==> src/rtl/cpu_types_pkg.sv <==
// ============================================================================
// Module : cpu_types_pkg
// Brief  : Shared pipeline types and constants for the ID/EX stage.
// Rev    : 1.0 - initial release
// ============================================================================
`default_nettype none

package cpu_types_pkg;

   localparam int CPU_WORD_W  = 32;
   localparam int CPU_REG_AW  = 5;
   localparam int CPU_ALUOP_W = 4;

   typedef logic [CPU_REG_AW-1:0]  regbits_t;
   typedef logic [CPU_WORD_W-1:0]  word_t;
   typedef logic [CPU_ALUOP_W-1:0] aluop_t;

   typedef struct packed {
      logic   valid;
      logic   RegWr;
      logic   MemRead;
      logic   MemWrite;
      logic   halt;
      aluop_t aluop;
   } idex_ctrl_t;

   // A bubble is all-zero so forwarding sees x0 with RegWr=0.
   localparam idex_ctrl_t IDEX_BUBBLE = '0;

endpackage : cpu_types_pkg

`default_nettype wire

==> src/rtl/idex_wb_bypass.sv <==
// ============================================================================
// Module : idex_wb_bypass
// Brief  : Selects WB write data over a stale register-file read when WB
//          writes the same (non-zero) register this cycle.
// Rev    : 1.0 - initial release
// ============================================================================
`default_nettype none

module idex_wb_bypass
   import cpu_types_pkg::*;
#(
   parameter int WORD_W = CPU_WORD_W,
   parameter int REG_AW = CPU_REG_AW
) (
   input  logic [REG_AW-1:0] rs,
   input  logic [WORD_W-1:0] rdat,
   input  logic              RegWr_WB,
   input  logic [REG_AW-1:0] wsel_WB,
   input  logic [WORD_W-1:0] wdat_WB,
   output logic [WORD_W-1:0] sel_dat
);

   logic w_hit;

   assign w_hit   = RegWr_WB && (wsel_WB != '0) && (wsel_WB == rs);
   assign sel_dat = w_hit ? wdat_WB : rdat;

endmodule : idex_wb_bypass

`default_nettype wire

==> src/rtl/id_ex_latch.sv <==
// ============================================================================
// Module : id_ex_latch
// Brief  : ID/EX pipeline register with stall, flush and WB write-through.
//          Optional load-use detection enabled by macro ID_EX_LOAD_USE_EN.
// Rev    : 1.0 - initial release
// ============================================================================
`default_nettype none

module id_ex_latch
   import cpu_types_pkg::*;
#(
   parameter int WORD_W  = CPU_WORD_W,
   parameter int REG_AW  = CPU_REG_AW,
   parameter int ALUOP_W = CPU_ALUOP_W
) (
   input  logic               CLK,
   input  logic               nRST,
   input  logic               en,
   input  logic               flush,
   input  logic               valid_ID,
   input  logic [REG_AW-1:0]  rs1_ID,
   input  logic [REG_AW-1:0]  rs2_ID,
   input  logic [REG_AW-1:0]  rd_ID,
   input  logic               RegWr_ID,
   input  logic               MemRead_ID,
   input  logic               MemWrite_ID,
   input  logic               halt_ID,
   input  logic [ALUOP_W-1:0] aluop_ID,
   input  logic [WORD_W-1:0]  rdat1_ID,
   input  logic [WORD_W-1:0]  rdat2_ID,
   input  logic [WORD_W-1:0]  imm_ID,
   input  logic [WORD_W-1:0]  pc_ID,
   input  logic               RegWr_WB,
   input  logic [REG_AW-1:0]  wsel_WB,
   input  logic [WORD_W-1:0]  wdat_WB,
   output logic               valid_EX,
   output logic [REG_AW-1:0]  rs1_EX,
   output logic [REG_AW-1:0]  rs2_EX,
   output logic [REG_AW-1:0]  rd_EX,
   output logic               RegWr_EX,
   output logic               MemRead_EX,
   output logic               MemWrite_EX,
   output logic               halt_EX,
   output logic [ALUOP_W-1:0] aluop_EX,
   output logic [WORD_W-1:0]  rdat1_EX,
   output logic [WORD_W-1:0]  rdat2_EX,
   output logic [WORD_W-1:0]  imm_EX,
   output logic [WORD_W-1:0]  pc_EX,
   output logic               hazard_stall
);

   idex_ctrl_t        ctrl_q,  ctrl_d;
   logic [REG_AW-1:0] rs1_q,   rs1_d;
   logic [REG_AW-1:0] rs2_q,   rs2_d;
   logic [REG_AW-1:0] rd_q,    rd_d;
   logic [WORD_W-1:0] rdat1_q, rdat1_d;
   logic [WORD_W-1:0] rdat2_q, rdat2_d;
   logic [WORD_W-1:0] imm_q,   imm_d;
   logic [WORD_W-1:0] pc_q,    pc_d;

   logic [WORD_W-1:0] w_rdat1_byp;
   logic [WORD_W-1:0] w_rdat2_byp;
   logic              w_squash;

   idex_wb_bypass #(.WORD_W(WORD_W), .REG_AW(REG_AW)) u_byp1 (
      .rs       (rs1_ID),
      .rdat     (rdat1_ID),
      .RegWr_WB (RegWr_WB),
      .wsel_WB  (wsel_WB),
      .wdat_WB  (wdat_WB),
      .sel_dat  (w_rdat1_byp)
   );

   idex_wb_bypass #(.WORD_W(WORD_W), .REG_AW(REG_AW)) u_byp2 (
      .rs       (rs2_ID),
      .rdat     (rdat2_ID),
      .RegWr_WB (RegWr_WB),
      .wsel_WB  (wsel_WB),
      .wdat_WB  (wdat_WB),
      .sel_dat  (w_rdat2_byp)
   );

`ifdef ID_EX_LOAD_USE_EN
   // Load in EX whose destination is read by ID: insert one bubble.
   assign hazard_stall = ctrl_q.valid && ctrl_q.MemRead && (rd_q != '0) &&
                         valid_ID && ((rd_q == rs1_ID) || (rd_q == rs2_ID));
`else
   assign hazard_stall = 1'b0;
`endif
   assign w_squash = hazard_stall;

   always_comb begin
      ctrl_d  = ctrl_q;
      rs1_d   = rs1_q;
      rs2_d   = rs2_q;
      rd_d    = rd_q;
      rdat1_d = rdat1_q;
      rdat2_d = rdat2_q;
      imm_d   = imm_q;
      pc_d    = pc_q;
      if (flush || (en && (w_squash || !valid_ID))) begin
         ctrl_d  = IDEX_BUBBLE;
         rs1_d   = '0;
         rs2_d   = '0;
         rd_d    = '0;
         rdat1_d = '0;
         rdat2_d = '0;
         imm_d   = '0;
         pc_d    = '0;
      end else if (en) begin
         ctrl_d.valid    = 1'b1;
         ctrl_d.RegWr    = RegWr_ID;
         ctrl_d.MemRead  = MemRead_ID;
         ctrl_d.MemWrite = MemWrite_ID;
         ctrl_d.halt     = halt_ID;
         ctrl_d.aluop    = aluop_ID;
         rs1_d           = rs1_ID;
         rs2_d           = rs2_ID;
         rd_d            = rd_ID;
         rdat1_d         = w_rdat1_byp;
         rdat2_d         = w_rdat2_byp;
         imm_d           = imm_ID;
         pc_d            = pc_ID;
      end
   end

   always_ff @(posedge CLK or negedge nRST) begin
      if (!nRST) begin
         ctrl_q  <= IDEX_BUBBLE;
         rs1_q   <= '0;
         rs2_q   <= '0;
         rd_q    <= '0;
         rdat1_q <= '0;
         rdat2_q <= '0;
         imm_q   <= '0;
         pc_q    <= '0;
      end else begin
         ctrl_q  <= ctrl_d;
         rs1_q   <= rs1_d;
         rs2_q   <= rs2_d;
         rd_q    <= rd_d;
         rdat1_q <= rdat1_d;
         rdat2_q <= rdat2_d;
         imm_q   <= imm_d;
         pc_q    <= pc_d;
      end
   end

   assign valid_EX    = ctrl_q.valid;
   assign RegWr_EX    = ctrl_q.RegWr;
   assign MemRead_EX  = ctrl_q.MemRead;
   assign MemWrite_EX = ctrl_q.MemWrite;
   assign halt_EX     = ctrl_q.halt;
   assign aluop_EX    = ctrl_q.aluop;
   assign rs1_EX      = rs1_q;
   assign rs2_EX      = rs2_q;
   assign rd_EX       = rd_q;
   assign rdat1_EX    = rdat1_q;
   assign rdat2_EX    = rdat2_q;
   assign imm_EX      = imm_q;
   assign pc_EX       = pc_q;

endmodule : id_ex_latch

`default_nettype wire

==> config.mk <==
export PLATFORM = sky130hd
export DESIGN_NAME = id_ex_latch
export DESIGN_NICKNAME = d
export VERILOG_FILES = /design/src/rtl/cpu_types_pkg.sv /design/src/rtl/idex_wb_bypass.sv /design/src/rtl/id_ex_latch.sv
export SDC_FILE = /design/constraint.sdc
export NUM_CORES = 1
export LEC_CHECK = 0
export CAP_MARGIN = 10
export CORE_AREA = 2 2 135 137
export DETAILED_ROUTE_END_ITERATION = 6
export DIE_AREA = 0 0 137 139
export PLACE_DENSITY_LB_ADDON = 0.2
export RECOVER_POWER = 100
export SLEW_MARGIN = 25
export SYNTH_ARGS = -nofsm -noshare
export SYNTH_HDL_FRONTEND = slang
export SYNTH_SLANG_ARGS = --single-unit
==> constraint.sdc <==
create_clock -name CLK -period 0.8 [get_ports CLK]
set_input_delay 0.12 -clock CLK [delete_from_list [all_inputs] [get_ports CLK]]
set_output_delay 0.12 -clock CLK [all_outputs]
set_load 0.1 [all_outputs]
* Word level (Yosys, flattened, before mapping) *
Cells that the tools add are included.

operators by class
  equality and inequality tests = 2
  muxes and demuxes = 18
  reduce and logical (&&, ||, !) cells = 8

operators with widths
  operator           count
  $mux 32            10
  $mux 5             6
  $mux 9             2
  $eq 5x5->1         2
  $reduce_bool 5->1  1
  $logic_and 1x1->1  4
  $reduce_bool 2->1  1
  $logic_not 1->1    1
  $logic_or 1x1->1   1

storage, ports and cells
  register bits after elaboration = 152
  input bits = 194
  output and inout bits = 153
  logic and storage cells = 41

* Logic depth before layout (Yosys ltp) *
  word-level depth = 6
  mapped depth = 6
  depth with buffers taken out = 4

* Cells and area by module *
Synthesis repeated with hierarchy kept, for this count alone.

unflattened totals
  cell total of the unflattened synthesis = 449
  area, all modules = 6,842.8 um^2

modules (own cells, without submodules)
  module          instances  cells each  area each (um^2)  seq. area each (um^2)
  id_ex_latch     1          359         5,654.2           3,803.6
  idex_wb_bypass  2          45          594.3             0.0

* Worst setup path before layout *
Ideal clock, no wire load.

  kind = input to register
  from = input wsel_WB[0]
  to = register rdat2_q[22], in the netlist rdat2_EX[22]
  library setup time = 0.126 ns
  data arrival time = 1.500 ns
  data required time = 0.674 ns
  path slack = -0.826 ns
  stages = 6
  path buffers = 2
  cell sequence = or4_1 -> o21a_1 -> and3_1 -> buf_6 -> buf_6 -> a221o_1

on the way
  word-level cells in the longest chain between the ends = 6
  elaborated cells on any way between the ends = 7
  classes of those cells = eq/ne: 1; mux: 3; reduce/logical: 3

RTL lines
  what                    RTL line              RTL
  start: declaration      id_ex_latch.sv:34     input logic [REG_AW-1:0] wsel_WB,
  $reduce_bool 5->1       idex_wb_bypass.sv:25  assign w_hit = RegWr_WB && (wsel_WB != '0) && (wsel_WB == rs);
  $logic_and 1x1->1       idex_wb_bypass.sv:25
  $logic_and 1x1->1 (*)   idex_wb_bypass.sv:25
  $mux 32 (*)             idex_wb_bypass.sv:26  assign sel_dat = w_hit ? wdat_WB : rdat;
  $mux 32 (*)             id_ex_latch.sv:110    end else if (en) begin
  $mux 32 (*)             id_ex_latch.sv:101    if (flush || (en && (w_squash || !valid_ID))) begin
  end signal: assignment  id_ex_latch.sv:143    rdat2_q <= rdat2_d;
  end: declaration        id_ex_latch.sv:57     logic [WORD_W-1:0] rdat2_q, rdat2_d;

Mark *: on every way between the ends. The rest lies on a longest branch, timed or not. The select of a mux whose other input is x is not followed.
A chain may end at the register's enable or synchronous reset.

* Final worst setup path *
  from = input wsel_WB[4]
  to = register rdat2_q[25], in the netlist rdat2_EX[25]

Same word-level chain as after synthesis.

==> results.sh <==
export IMPL_avgViaCountPerCell=5.73
export IMPL_p_per_area_mw_per_mm2=1610
export IMPL_reg2regPathDepth=3
export IMPL_antenna_found_initial=0
export IMPL_slew_violations=0
export IMPL_peakVddDrop_mv=1.38
export IMPL_port_buffers=345
export IMPL_ant_nets=0
export IMPL_die_y_um=139
export IMPL_clkTransAtPathRegs_ps=70
export IMPL_first_iter_violations=520
export IMPL_wl_um=31600
export IMPL_grt_use_total_pct=31.1
export IMPL_start_util_pct=36.9
export IMPL_htreeDepth=4
export IMPL_period_needed_ps=1520
export IMPL_pin_count=347
export IMPL_start_kind="input pin"
export IMPL_synth_cell_types=20
export IMPL_timing_rr_start="rdat1_EX[31]"
export IMPL_setup_slack_ps=-720
export IMPL_worstPathArrival_ps=1820
export IMPL_hpwlAfterDp_um=18400
export IMPL_pre_cts_slack_ps=-1380
export IMPL_min_path_cells=2
export IMPL_final_nets=1256
export IMPL_worstReg2RegEnd="rdat1_EX[31]"
export IMPL_cp_max_fo=6
export IMPL_status="finished with violations"
export IMPL_place_area_sq_mm=0.0127
export IMPL_globalRoute_totalOverflow=0
export IMPL_die_area_sq_mm=0.0190
export IMPL_clk_latency_ps=420
export IMPL_synthToLayoutAreaGrowth_pct=129
export IMPL_crit_slowest_cell="or4_4"
export IMPL_syn_avg_cell_area_sq_um=11.9
export IMPL_totalPowerFinal_mw=24.1
export IMPL_synthesis_nets=743
export IMPL_drtPass1Iterations=7
export IMPL_worst_path_stages=7
export IMPL_path_buf_inv=3
export IMPL_synth_most_common_cell="dfrtp_1"
export IMPL_drc=0
export IMPL_core_area_sq_mm=0.0177
export IMPL_root_buffer="clkbuf_16"
export IMPL_cts_buffer_depth=2
export IMPL_rsz0062_at_grt="yes"
export IMPL_synth_seq_area_share_pct=58.4
export IMPL_p_leak_nw=6.55
export IMPL_vias=7472
export IMPL_drive_above_1_share_pct=48.2
export IMPL_worstSetupEndpointType="flop"
export IMPL_final_cell_count_no_fill=1304
export IMPL_synth_top_area_share_pct=58.4
export IMPL_max_stage_delay_ps=520
export IMPL_rows=49
export IMPL_place_congestion=0.889
export IMPL_maxCapViolCount=0
export IMPL_fp_dieW_um=137
export IMPL_finalClockSkew_ps=0
export IMPL_dp_cells=1175
export IMPL_synth_seq_cells=152
export IMPL_async_flop_share_pct=100
export IMPL_grt_pass1_wl_um=45100
export IMPL_worstSetupPathType="input pin to flop"
export IMPL_syn_inst=549
export IMPL_utilization_pct=84.5
export IMPL_fin_crit_sh_pct=190
export IMPL_endpoint="rdat2_EX[25]"
export IMPL_clkSinkCount=152
export IMPL_yosys_top_cells_count="dfrtp_1, a22o_1, a221o_1, a31oi_1, nand2_1"
export IMPL_crit_required_ps=1100
export IMPL_crit_start="wsel_WB[4]"
export IMPL_num_antenna_cells=0
export IMPL_synth_area_leaders="dfrtp_1, a22o_1, a221o_1"
export IMPL_cts_tree="built"
export IMPL_finalSetupViolCount=302
export IMPL_grt_pass1_vias=7963
export IMPL_crit_top_cell="buf_6"
export IMPL_wl_per_cell_um=24.3
export IMPL_path_cells="buf_6, or4_4, o21a_4, buf_6, and3_4, buf_16, a221o_1"
export IMPL_holdWs_ps=81.0
export IMPL_synth_top_area_cell="dfrtp_1"
export IMPL_final_hold_violation_count=0
export IMPL_violations="setup timing"
export IMPL_hp_class="input pin to flop"
export IMPL_grt_max_degree=45
export IMPL_finalSetupTns_ps=-111630
export IMPL_synth_warnings=0
export IMPL_path_delay_family="simple AND/OR/NAND/NOR gates"
export IMPL_syn_cell_area_sq_mm=0.00651
export IMPL_cts_buffers_inserted=17
export IMPL_synth_edff_count=0
export IMPL_synth_ff_type="dfrtp_1"
export IMPL_design_area_sq_mm=0.0149
export IMPL_r2r_setup_slack_ps=-310
export IMPL_fmax_ghz=0.658
[power breakdown]
| part | switching (mW) | leakage (nW) | internal, mW | total (mW) |
|---|---|---|---|---|
| Sequential | 0.335 | 1.91 | 8.03 | 8.36 |
| Clock | 3.29 | 0.298 | 5.32 | 8.61 |
| Combinational | 3.88 | 4.35 | 3.21 | 7.09 |
[state kept, by name, summed over array words and instances (netlist names)]
name,cells
rdat2_EX,32
MemWrite_EX,1
RegWr_EX,1
rd_EX,5
valid_EX,1
MemRead_EX,1
rdat1_EX,32
aluop_EX,4
pc_EX,32
rs1_EX,5
imm_EX,32
rs2_EX,5
halt_EX,1
[worst min path at each step]
stage | from | endpoint | slack [ps]
final | rs1_ID[0] | rs1_EX[0] | 80
after global routing | rs1_ID[0] | rs1_EX[0] | 60
after CTS | nRST | imm_EX[13] | 130
after detailed placement | nRST | pc_EX[12] | 5
after global placement | nRST | pc_EX[5] | -0.8
after floorplan | nRST | MemRead_EX | -180
[cell usage in the layout (no fill, tap or decap), types with 3 or more instances in the layout]
master           count
a22o_1              86
xor2_2               4
buf_12             172
dfrtp_4              8
clkbuf_16           23
buf_4               66
buf_6              107
bufinv_16            4
buf_8                6
dfrtp_1             50
a31oi_1             64
buf_2                3
clkbuf_1             3
and2_1              32
xor2_1               6
nand2_1             64
dfrtp_2             94
clkdlybuf4s50_1    180
a221o_1             64
dlymetal6s2s_1       5
buf_16               8
[logic make-up after synthesis]
family	synth area share [%]
buffers and inverters	4.73
DFF	58.4
and+or+nand+nor	7.53
xor gates and xnor gates	1.35
AOI/OAI and AO/OA	27.9
other	0.0576
[final cells by class]
| cell class | count | area [sq um] |
|---|---|---|
| sequential | 152 | 3950 |
| timing repair buffer | 558 | 7570 |
| clock buffer | 21 | 450 |
| fill | 854 | 2740 |
| clock inverter | 11 | 171 |
| tap | 229 | 287 |
| multi-input combinational | 333 | 2490 |
[per-layer routing]
layer / vias to the layer above / part of all wire [%] / track usage, %
met3: 125 / 8.6 / 7.97
met1: 3664 / 35 / 35.4
met2: 532 / 52 / 52.7
met5: - / 0 / 0
li1: 3151 / - / -
met4: 0 / 5.2 / 17.4
[repair_timing]
item                                    in CTS  in global routing
hold endpoints to repair                   152                  0
buffers inserted                            47                 42
gates cloned                                14                  7
endpoints found under the setup margin     304                300
hold buffers                                 1                  0
pin swaps                                   50                 50
gates resized for setup                    134                 55
Note: power is estimated with default switching activity, not from simulation.
